**src/rtl/step_expander.sv**
```systemverilog
// Expands two-move-format steps (both faces of one axis) into single-face moves.
// Steps are buffered in a small FIFO; moves leave over a valid/ready handshake.
module step_expander #(
    parameter int DEPTH = 4,
    parameter int CNT_W = 16
) (
    input  logic             clk,
    input  logic             rst_n,
    input  logic             clear,
    input  logic [5:0]       step_in,
    input  logic             step_valid,
    output logic             step_ready,
    output logic [4:0]       move_out,
    output logic             move_valid,
    input  logic             move_ready,
    output logic [CNT_W-1:0] move_count,
    output logic             busy
);
    localparam int AW = (DEPTH > 1) ? $clog2(DEPTH) : 1;
    localparam logic [AW:0] FULL_LEVEL = (AW+1)'(DEPTH);

    typedef enum logic [1:0] {
        IDLE  = 2'd0,
        HALF0 = 2'd1,
        HALF1 = 2'd2
    } state_t;

    state_t           state_reg;
    state_t           state_next;
    logic [5:0]       fifo_mem [DEPTH];
    logic [AW-1:0]    wr_ptr_reg;
    logic [AW-1:0]    rd_ptr_reg;
    logic [AW:0]      level_reg;
    logic [5:0]       step_reg;
    logic [CNT_W-1:0] count_reg;
    logic [5:0]       head;
    logic             push;
    logic             pop;
    logic             fire;

    assign head       = fifo_mem[rd_ptr_reg];
    // Readiness depends on occupancy only, so a same-cycle pop never frees a full slot.
    assign step_ready = (level_reg != FULL_LEVEL);
    assign push       = step_valid && step_ready && !clear;
    assign pop        = (state_reg == IDLE) && (level_reg != '0) && !clear;
    assign fire       = move_valid && move_ready;
    assign busy       = (level_reg != '0) || (state_reg != IDLE);
    assign move_count = count_reg;

    always_ff @(posedge clk) begin
        if (push) begin
            fifo_mem[wr_ptr_reg] <= step_in;
        end
    end

    always_ff @(posedge clk or negedge rst_n) begin
        if (!rst_n) begin
            wr_ptr_reg <= '0;
            rd_ptr_reg <= '0;
            level_reg  <= '0;
            count_reg  <= '0;
        end else if (clear) begin
            wr_ptr_reg <= '0;
            rd_ptr_reg <= '0;
            level_reg  <= '0;
            count_reg  <= '0;
        end else begin
            if (push) begin
                wr_ptr_reg <= wr_ptr_reg + AW'(1);
            end
            if (pop) begin
                rd_ptr_reg <= rd_ptr_reg + AW'(1);
            end
            level_reg <= level_reg + (AW+1)'(push) - (AW+1)'(pop);
            if (fire) begin
                count_reg <= count_reg + CNT_W'(1);
            end
        end
    end

    // State register; the popped step is latched alongside it.
    always_ff @(posedge clk or negedge rst_n) begin
        if (!rst_n) begin
            state_reg <= IDLE;
            step_reg  <= '0;
        end else if (clear) begin
            state_reg <= IDLE;
            step_reg  <= '0;
        end else begin
            state_reg <= state_next;
            if (pop) begin
                step_reg <= head;
            end
        end
    end

    always_comb begin
        state_next = state_reg;
        case (state_reg)
            IDLE: begin
                if (pop) begin
                    if (head[1:0] != 2'b00) begin
                        state_next = HALF0;
                    end else if (head[3:2] != 2'b00) begin
                        state_next = HALF1;
                    end
                end
            end
            HALF0: begin
                if (fire) begin
                    state_next = (step_reg[3:2] != 2'b00) ? HALF1 : IDLE;
                end
            end
            HALF1: begin
                if (fire) begin
                    state_next = IDLE;
                end
            end
            default: state_next = IDLE;
        endcase
    end

    // Moves are decoded from the held step, so move_out is stable under backpressure.
    always_comb begin
        move_valid = 1'b0;
        move_out   = '0;
        case (state_reg)
            HALF0: begin
                move_valid = 1'b1;
                move_out   = {step_reg[5:4], 1'b0, step_reg[1:0]};
            end
            HALF1: begin
                move_valid = 1'b1;
                move_out   = {step_reg[5:4], 1'b1, step_reg[3:2]};
            end
            default: begin
                move_valid = 1'b0;
                move_out   = '0;
            end
        endcase
    end

endmodule

```
**config.mk**
```make
export PLATFORM = sky130hd
export DESIGN_NAME = step_expander
export DESIGN_NICKNAME = d
export VERILOG_FILES = /design/src/rtl/step_expander.sv
export SDC_FILE = /design/constraint.sdc
export NUM_CORES = 1
export LEC_CHECK = 0
export CORE_MARGIN = 4
export CORE_UTILIZATION = 55
export DETAILED_ROUTE_END_ITERATION = 16
export GPL_ROUTABILITY_DRIVEN = 0
export PLACE_DENSITY = 0.8
export SKIP_LAST_GASP = 1
export SYNTH_ARGS = -nofsm -noshare
export SYNTH_HDL_FRONTEND = slang
export SYNTH_SLANG_ARGS = --single-unit
```
**constraint.sdc**
```tcl
create_clock -name clk -period 4.62 [get_ports clk]
set_input_delay 0.924 -clock clk [delete_from_list [all_inputs] [get_ports clk]]
set_output_delay 0.924 -clock clk [all_outputs]
set_load 0.01 [all_outputs]
```
==> results.json <==
{
  "syn_to_final_growth_pct": 18.4,
  "status": "complete, no violations",
  "largest_reg_flops": 24,
  "clkSlewWorstSetupHoldPaths_ns": 0.11,
  "root_buffer": "clkbuf_8",
  "hpwl_um": 3620,
  "drcViolationCount": 0,
  "period_share_pct": 64.6,
  "grt_use_total_pct": 18.4,
  "clk-insertion-delay-late_ns": 0.32,
  "wl_um": 4890,
  "nFillCells": 323,
  "max-vdd-ir-drop_mv": 0.346,
  "r2r_cells": 11,
  "yosysSeqAreaShare_pct": 57.2,
  "maxCapViolCount": 0,
  "h-tree-depth": 2,
  "cts_hold_buf": 0,
  "die_x_um": 77.0,
  "relSlewSlack_pct": 31.9,
  "die_h_um": 77.0,
  "antenna_found_initial": 0,
  "yosys_warnings": 0,
  "slew_viol_final": 0,
  "end_kind": "output port",
  "cp.required_ns": 3.70,
  "rows": 24,
  "async_reset_ff_share_pct": 56.4,
  "hold_viol": 0,
  "numCtsBuffers": 5,
  "holdPathStages": 1,
  "r2r-end": "level_reg[2]",
  "grt_pass1_wl_um": 8580,
  "synthCells": 209,
  "setup_ws_ns": 1.64,
  "postCtsSetupRepairBufs": 0,
  "min_period_ns": 2.98,
  "yosysTopAreaCellShare_pct": 29.7,
  "antenna_cells": 0,
  "crit_path_max_fanout": 4,
  "numPortBuffers": 34,
  "clock-sinks": 55,
  "grt_setup_unrepaired": "false",
  "clock_path_buffers": 2,
  "p_leak_nw": 1.20,
  "synth-edff-count": 24,
  "coreArea_um2": 4470,
  "synthesis.nets": 232,
  "io_pins": 35,
  "synth_flop_cell": "dfrtp_1",
  "dieArea_um2": 5920,
  "ant_nets": 0,
  "cp.arrival_ns": 2.06,
  "reg2reg_slack_ns": 2.13,
  "clock_skew_ns": 0.0107,
  "r2r_start": "state_reg[1]",
  "drive_above_1_share_pct": 9.35,
  "grt_pass1_vias": 1724,
  "synth_cell_types": 43,
  "crit_path_start": "state_reg[1]",
  "routedWlPerCell_um": 16.4,
  "dpl_worst_slack_ns": 1.40,
  "synth_top_area_cell": "dfrtp_1",
  "met1_usage_pct": 23.7,
  "synth_area_leaders": "dfrtp_1 (30%), edfxtp_1 (28%), ha_1 (5.3%)",
  "globalRoute.busiestLayer": "met2",
  "dr_total_vias": 1714,
  "cts_tree": "done",
  "setup_viol": 0,
  "path_class": "reg2out",
  "dr.pass1.iters": 4,
  "tightest_slew_ns": 1.02,
  "cts_resized": 0,
  "ys_ff_latch": 55,
  "power_density_nw_per_um2": 430,
  "grt_use_met3_pct": 4.45,
  "gr-total-overflow": 0,
  "start_kind": "flop",
  "worstHoldPathType": "reg2reg",
  "syn_area_per_cell_um2": 12.5,
  "syn_area_um2": 2620,
  "max_freq_ghz": 0.335,
  "drt-initial-drc-count": 126,
  "start_util_pct": 58.4,
  "final.setup.tns_ns": 0,
  "grt_start_max_net_pins": 28,
  "use_met2_pct": 31.0,
  "avgViaCountPerCell": 5.75,
  "crit_end": "busy",
  "layout.nets": 268
}
-- worst min-delay path by stage --
| stage | from | end | slack (ns) |
|---|---|---|---|
| final | step_reg[4] | step_reg[4] | 0.51 |
| after global routing | step_reg[1] | step_reg[1] | 0.53 |
| after CTS | step_reg[4] | step_reg[4] | 0.51 |
| after detailed placement | step_reg[5] | step_reg[5] | 0.48 |
| after global placement | step_reg[5] | step_reg[5] | 0.50 |
| after floorplan | step_reg[5] | step_reg[5] | 0.46 |
-- worst max-delay path: stages (launching register included) --
cell,delay [ns]
dfrtp_1,0.43
inv_1,0.10
ha_1,0.20
or4b_1,0.51
clkdlybuf4s50_1,0.51
-- synth_stat cells, types with 2 or more instances --
cell type	n
dfrtp_1	31
edfxtp_1	24
nor2_1	20
ha_1	11
nand2_1	11
inv_1	10
xor2_1	10
a21oi_1	8
a22o_1	6
mux4_2	6
nand3_1	6
xnor2_1	6
nand4_1	5
and2_1	4
nor2b_1	4
o21ai_0	4
and3_1	3
buf_2	3
clkbuf_1	3
mux2i_1	3
nor3_1	3
a22oi_1	2
and4_1	2
nor4_1	2
o31a_1	2
or2_2	2
or3_1	2
-- logic make-up (layout without fill, tap and decap cells) --
| group | Yosys count | count (layout) | share of synthesized area, % |
|---|---|---|---|
| adder cells (fa/ha/maj) | 12 | 12 | 6.03 |
| AND/OR/NAND/NOR | 71 | 71 | 14.5 |
| XOR/XNOR | 16 | 16 | 5.36 |
| flip-flops | 55 | 55 | 57.2 |
| buffers and inverters | 17 | 54 | 2.73 |
| multiplexers | 9 | 9 | 6.32 |
| AO/OA/AOI/OAI | 29 | 29 | 7.80 |
-- metal layers --
metal  up-vias  part of all wire [%]
li1        833                     -
met1       837                    44
met2        38                    50
met3         6                   3.9
met4         0                   1.4
met5         -                     0
-- power breakdown --
group | switching (mW) | internal [mW]
Sequential | 0.0698 | 0.576
Clock | 0.166 | 0.112
Combinational | 0.197 | 0.211
Total | 0.433 | 0.898
-- layout make-up --
type	count	area, µm²	share of cell area [%]
Sequential cell	55	1500	48.3
Inverter	10	37.5	1.21
Clock buffer	5	68.8	2.22
Clock inverter	3	26.3	0.848
Tap cell	52	65.1	2.10
Multi-Input combinational cell	137	1050	33.8
Timing Repair Buffer	36	355	11.5
-- stage by stage --
stage               util (%)  power (mW)  instance area, µm²  hold WS [ns]  instances
floorplan                  -       0.930                2620         0.458        209
global placement        67.1        1.06                3000         0.495        290
detailed placement      67.1        1.07                3000         0.482        290
CTS                     69.2        1.34                3100         0.515        298
global route            69.2        1.41                3100         0.534        298
finish                  69.2        1.33                3100         0.512        298
-- layout by cell type, fill, tap and decap left out, drive strengths merged, types with 3 or more instances in the layout --
master,synthesis,routed
nor3,3,3
nor2,20,20
nand4,5,5
and2,4,4
xnor2,6,6
xor2,10,10
mux4,6,6
clkbuf,3,5
clkdlybuf4s50,0,34
nand2,11,11
and4,3,3
o21ai,4,4
mux2i,3,3
edfxtp,24,24
nor2b,4,4
or3,4,4
dfrtp,31,31
inv,10,12
a22o,6,6
ha,11,11
a21oi,8,8
and3,3,3
nand3,7,7
(Power assumes the default switching activity.)
